<file path="config.mk">
export PLATFORM = sky130hd
export DESIGN_NAME = pe_dispatch_scheduler
export DESIGN_NICKNAME = d
export VERILOG_FILES = /design/src/rtl/pe_sched_pkg.sv /design/src/rtl/pe_dispatch_scheduler_rr_arbiter.sv /design/src/rtl/pe_dispatch_scheduler.sv
export SDC_FILE = /design/constraint.sdc
export NUM_CORES = 1
export LEC_CHECK = 0
export CAP_MARGIN = 40
export CORE_AREA = 2 2 219 167
export DETAILED_ROUTE_END_ITERATION = 7
export DIE_AREA = 0 0 221 169
export PLACE_DENSITY = 0.64
export SYNTH_ARGS = -nofsm -noshare
export SYNTH_HDL_FRONTEND = slang
export SYNTH_HIERARCHICAL = 1
export SYNTH_SLANG_ARGS = --single-unit
</file>
<file path="constraint.sdc">
create_clock -name clk -period 11.55 [get_ports clk]
set_input_delay 1.7325 -clock clk [delete_from_list [all_inputs] [get_ports clk]]
set_output_delay 1.7325 -clock clk [all_outputs]
set_load 0.05 [all_outputs]
</file>
<file path="src/rtl/pe_sched_pkg.sv">
// Shared constants and types for the PE dispatch scheduler.
// Sizes the PE index, credit counters and instruction words.
package pe_sched_pkg;

    localparam int NUM_PE   = 14;
    localparam int PE_IDX_W = 4;
    localparam int INST_W   = 16;
    localparam int MAX_CRED = 2;
    localparam int CRED_W   = 3;

    typedef logic [PE_IDX_W-1:0] pe_idx_t;
    typedef logic [CRED_W-1:0]   cred_t;

endpackage

</file>
<file path="src/rtl/pe_dispatch_scheduler_rr_arbiter.sv">
// Round-robin arbiter: first request at or after the pointer wins.
// Purely combinational; produces a one-hot grant and its index.
module rr_arbiter
    import pe_sched_pkg::*;
(
    input  logic [NUM_PE-1:0] i_req,
    input  pe_idx_t           i_ptr,
    output logic [NUM_PE-1:0] o_gnt,
    output pe_idx_t           o_idx,
    output logic              o_any
);

    int      w_j;
    pe_idx_t w_p;

    always_comb begin
        o_gnt = '0;
        o_idx = '0;
        o_any = 1'b0;
        w_j   = 0;
        w_p   = '0;
        for (int k = 0; k < NUM_PE; k++) begin
            w_j = (int'(i_ptr) + k) % NUM_PE;
            w_p = pe_idx_t'(w_j);
            if (!o_any && i_req[w_p]) begin
                o_any      = 1'b1;
                o_gnt[w_p] = 1'b1;
                o_idx      = w_p;
            end
        end
    end

endmodule

</file>
<file path="src/rtl/pe_dispatch_scheduler.sv">
// Shares one packetizer path among the per-PE instruction FIFOs,
// gating each dispatch on a per-PE credit replenished by ack tokens.
module pe_dispatch_scheduler
    import pe_sched_pkg::*;
(
    input  logic                     clk,
    input  logic                     rst,
    input  logic [NUM_PE-1:0]        req_valid,
    input  logic [NUM_PE*INST_W-1:0] req_inst,
    output logic [NUM_PE-1:0]        req_ready,
    input  logic                     ack_valid,
    input  pe_idx_t                  ack_pe,
    output logic                     out_valid,
    output logic [INST_W-1:0]        out_inst,
    output pe_idx_t                  out_pe,
    input  logic                     out_ready,
    output logic                     idle,
    output logic                     ack_err
);

    cred_t             r_cred [NUM_PE];
    pe_idx_t           r_rr_ptr;
    logic              r_out_valid;
    logic [INST_W-1:0] r_out_inst;
    pe_idx_t           r_out_pe;
    logic              r_ack_err;

    logic [NUM_PE-1:0] w_elig;
    logic [NUM_PE-1:0] w_req;
    logic [NUM_PE-1:0] w_gnt;
    logic [NUM_PE-1:0] w_inc;
    pe_idx_t           w_idx;
    logic              w_any;
    logic              w_slot_free;
    logic              w_ack_inrange;
    logic              w_ack_full;
    logic              w_ack_ok;
    logic              w_all_full;

    // Eligibility uses registered credit only, so acks never reach req_ready.
    always_comb begin
        w_elig     = '0;
        w_ack_full = 1'b0;
        w_all_full = 1'b1;
        for (int i = 0; i < NUM_PE; i++) begin
            w_elig[i] = req_valid[i] && (r_cred[i] != '0);
            if (ack_pe == pe_idx_t'(i) && r_cred[i] == cred_t'(MAX_CRED))
                w_ack_full = 1'b1;
            if (r_cred[i] != cred_t'(MAX_CRED))
                w_all_full = 1'b0;
        end
    end

    assign w_slot_free   = !r_out_valid || out_ready;
    assign w_req         = w_elig & {NUM_PE{w_slot_free}};
    assign w_ack_inrange = int'(ack_pe) < NUM_PE;
    assign w_ack_ok      = ack_valid && w_ack_inrange && !w_ack_full;

    always_comb begin
        w_inc = '0;
        for (int i = 0; i < NUM_PE; i++)
            w_inc[i] = w_ack_ok && (ack_pe == pe_idx_t'(i));
    end

    rr_arbiter u_arb (
        .i_req (w_req),
        .i_ptr (r_rr_ptr),
        .o_gnt (w_gnt),
        .o_idx (w_idx),
        .o_any (w_any)
    );

    always_ff @(posedge clk) begin
        if (rst) begin
            for (int i = 0; i < NUM_PE; i++)
                r_cred[i] <= cred_t'(MAX_CRED);
        end else begin
            for (int i = 0; i < NUM_PE; i++) begin
                if (w_gnt[i] && !w_inc[i])
                    r_cred[i] <= r_cred[i] - 1'b1;
                else if (w_inc[i] && !w_gnt[i])
                    r_cred[i] <= r_cred[i] + 1'b1;
            end
        end
    end

    always_ff @(posedge clk) begin
        if (rst) begin
            r_out_valid <= 1'b0;
            r_out_inst  <= '0;
            r_out_pe    <= '0;
            r_rr_ptr    <= '0;
        end else if (w_any) begin
            r_out_valid <= 1'b1;
            r_out_inst  <= req_inst[int'(w_idx)*INST_W +: INST_W];
            r_out_pe    <= w_idx;
            r_rr_ptr    <= (w_idx == pe_idx_t'(NUM_PE-1)) ? '0 : w_idx + 1'b1;
        end else if (out_ready) begin
            r_out_valid <= 1'b0;
        end
    end

    always_ff @(posedge clk) begin
        if (rst)
            r_ack_err <= 1'b0;
        else if (ack_valid && !w_ack_ok)
            r_ack_err <= 1'b1;
    end

    assign req_ready = w_gnt;
    assign out_valid = r_out_valid;
    assign out_inst  = r_out_inst;
    assign out_pe    = r_out_pe;
    assign ack_err   = r_ack_err;
    assign idle      = w_all_full && !r_out_valid;

endmodule

</file>
==> flow_summary_export.csv, run 1 <==
group,metric,value,unit
clock_network,cts-root-buf,"clkbuf_16",
worst_setup_path,cpPeakStageDelay,0.95,ns
worst_setup_path,startpoint,"r_rr_ptr[1]",
worst_setup_path,cp_max_fo,45,
yosys,synth_nets,1816,
min_path,hold_start,"out_inst[1]",
cells_and_area,utilization,44.7,%
floorplanning,core_area,35400,µm²
yosys,netlist.area_leader.share,10.3,%
sta,tns,0,ns
routing,wl,57.5,mm
floorplanning,initial_core_util,34.5,%
sta,fin_skew,0.0161,ns
sta,final.period_utilization,88.4,%
routing,wl_per_cell,25.9,µm
worst_setup_path,crit_type,"reg2out",
yosys,ys_ff_latch,68,
clock_network,clk_pin_slew,0.07,ns
yosys,yosys.area_share.simple,24.9,%
floorplanning,rows,60,
clock_network,clock_path_buffers,2,
placed_design,gp_congestion,0.976,
routing,drt-initial-drc-count,1713,
placed_design,dp_hpwl,46.9,mm
clock_network,post_cts_resized,0,
yosys,synth.distinct_cells,106,
yosys,synth-xor-area-share,3.51,%
sta,relSlewSlack,37.0,%
grt,grtUsageMet3,6.39,%
yosys,ys.warnings.count,6,
sta,fin_crit,10.21,ns
grt,grt_first_pass_wirelength,85.1,mm
routing,ant_nets,0,
cells_and_area,nets,2043,
routing,avgViaCountPerCell,6.52,
worst_setup_path,worstSetupEndpoint,"req_ready[8]",
sta,max_freq,97.9,MHz
grt,grt_use_total,29.7,%
yosys,synthMuxAreaShare,18.4,%
placed_design,post-place-ws,1.58,ns
worst_setup_path,worstReg2RegEnd,"out_inst[11]",
clock_network,clock_sinks,68,
yosys,synth_top_family_by_area,"compound AO/OA/AOI/OAI gates",
cells_and_area,area_delta_synth_final,29.7,%
cells_and_area,seq_area,1780,µm²
cells_and_area,drive_above_1_share,11.3,%
sta,setup_viol,0,
sta,worstMarginPinSlew,0.944,ns
yosys,synthAdderAreaFrac,6.24,%
flow_run,drv_cap,0,
worst_setup_path,reg2reg_from,"r_rr_ptr[1]",
cells_and_area,final_common_cell,"clkdlybuf4s50_1",
worst_setup_path,critPathRequiredTime,9.82,ns
clock_network,numCtsBuffers,9,
grt,grt_max_degree,66,
yosys,synthTopCellsByArea,"edfxtp_1 10%, mux4_2 10%, mux2i_1 6.0%, nand2_1 4.5%, dfxtp_1 4.3%",
floorplanning,die-area,37300,µm²
floorplanning,die_h,169,µm
clock_network,cts_tree,"done",
sta,hold_viol_final,0,
floorplanning,ios,283,
clock_network,hold_buffers,0,
yosys,syn_area,12200,µm²
cells_and_area,fillCellCount,3526,
yosys,synth_top_flop_cell,"edfxtp_1",
yosys,syn_inst,1517,
worst_setup_path,cp_slowest_cell,"clkdlybuf4s50_1",
sta,rsz0062_at_grt,"no",
worst_setup_path,reg2regPathDepth,22,
grt,antenna_found_initial,2,
sta,slew_viol_final,0,
grt,overflow,0,
cells_and_area,multi_input_area,9810,µm²
sta,setup_ws,1.34,ns
worst_setup_path,arrival,8.48,ns
worst_setup_path,cp-start-kind,"register",
routing,drtPass1Iterations,8,
placed_design,port_buffers,282,
clock_network,insertion_delay,0.37,ns
run_status,status,"finished, final reports clean",
yosys,syn_avg_cell_area,8.04,µm²
grt,grt_pass1_vias,13400,
grt,use_met1,42.1,%
grt,busiest_layer,"met2",
routing,vias,14500,
cells_and_area,final_cell_mix,"281 x clkdlybuf4s50_1, 146 x nand2_1, 122 x nor2_1",
yosys,synth_edf_count,42,
worst_setup_path,rrSetupSlack,2.71,ns
worst_setup_path,cpMostUsedCell,"ha_1",
clock_network,post_cts_buffers,0,
grt,met2_usage,45.6,%
routing,drcViolationCount,0,
min_path,min_path_type,"reg2reg",
yosys,synth-compound-area-share,27.2,%
yosys,yosys.area.top_type,"edfxtp_1",
yosys,seq_area_frac_synth,14.6,%
worst_setup_path,end_kind,"primary output",
sta,hold_slack,0.477,ns
floorplanning,dieWidth,221,µm
worst_setup_path,cp_cell_sequence,"buf_4 -> ha_1 -> and3b_1 -> o21ai_1 -> inv_1 -> ha_1 -> a2111oi_4 -> nor2_1 -> o21ai_0 -> xor2_1 -> mux2_2 -> or4b_4 -> nand4b_4 -> or4_1 -> nor2_2 -> a221oi_1 -> o2111ai_1 -> clkdlybuf4s50_1",
yosys,async_flop_share,0,%
clock_network,h-tree-depth,3,
==> area by class of cell <==
class / count / area share, %
Multi-Input combinational cell: 1293 / 62.0
Timing Repair Buffer: 318 / 19.7
Sequential cell: 68 / 11.3
Tap cell: 465 / 3.68
Clock buffer: 9 / 1.42
Inverter: 54 / 1.28
Clock inverter: 7 / 0.625
Antenna cell: 2 / 0.0316
==> critical path, delay by kind of cell, from the launching register on <==
kind                       cells  cell delay, ns
and+or+nand+nor                6            2.66
AOI/OAI and AO/OA              5            1.67
buffers and inverters          3            1.56
adders and majority gates      2            0.80
xor gates and xnor gates       1            0.53
muxes                          1            0.48
DFF                            1            0.39
==> worst min-delay path by stage <==
stage / endpoint / slack [ns] / depth (start not counted)
after floorplan: r_rr_ptr[3] / 0.49 / 2
after global placement: ack_err / 0.45 / 2
after detailed placement: out_inst[13] / 0.47 / 2
after CTS: out_inst[1] / 0.48 / 2
after global routing: out_inst[4] / 0.49 / 2
final: out_inst[1] / 0.48 / 2
==> through the flow <==
step,area (µm²),std cells
after global routing,15800,2216
final,15800,2216
after floorplan,12200,1517
after detailed placement,15500,2198
after global placement,15400,2185
after CTS,15800,2214
==> logic make-up after synthesis <==
group,after synthesis
compound gates,461
xor+xnor,48
fa+ha+maj,53
buf+inv,156
flops,68
mux,152
simple gates,579
==> metal layers <==
| metal | wire (µm) | up-vias | part of all wire (%) |
|---|---|---|---|
| met5 | 0 | - | 0 |
| met1 | 24900 | 7068 | 43 |
| met2 | 25200 | 898 | 44 |
| met4 | 1310 | 0 | 2.3 |
| li1 | - | 6420 | - |
| met3 | 6020 | 70 | 10 |
==> cell usage after synthesis (24+ instances only) <==
cell type and count:
nand2_1 146, nor2_1 122, a21oi_1 88, mux2i_1 73
clkbuf_1 64, mux4_2 55, o22ai_1 53, nor3_1 51
o21ai_0 50, inv_1 47, nand3_1 43, edfxtp_1 42
ha_1 40, xnor2_1 35, nand4_1 32, a31oi_1 30
o211ai_1 27, or3_1 27, dfxtp_1 26, nand2b_1 25
mux2_2 24
==> registers in the layout (all words and copies together) (netlist names) <==
| name | count |
|---|---|
| out_inst | 16 |
| r_rr_ptr | 4 |
| r_cred | 42 |
| out_pe | 4 |
| out_valid | 1 |
| ack_err | 1 |
Power of run 1 is not shown: default switching activity piles up to over one toggle a cycle in this logic, so the estimate is an artifact.
==> run 2, diff against run 1 <==
SKIP_LAST_GASP = 1   (was unset)
==> results of run 2 <==
Final layout, timing and power as in run 1 (identical DEF).
Power of run 2 is left out for the same reason.
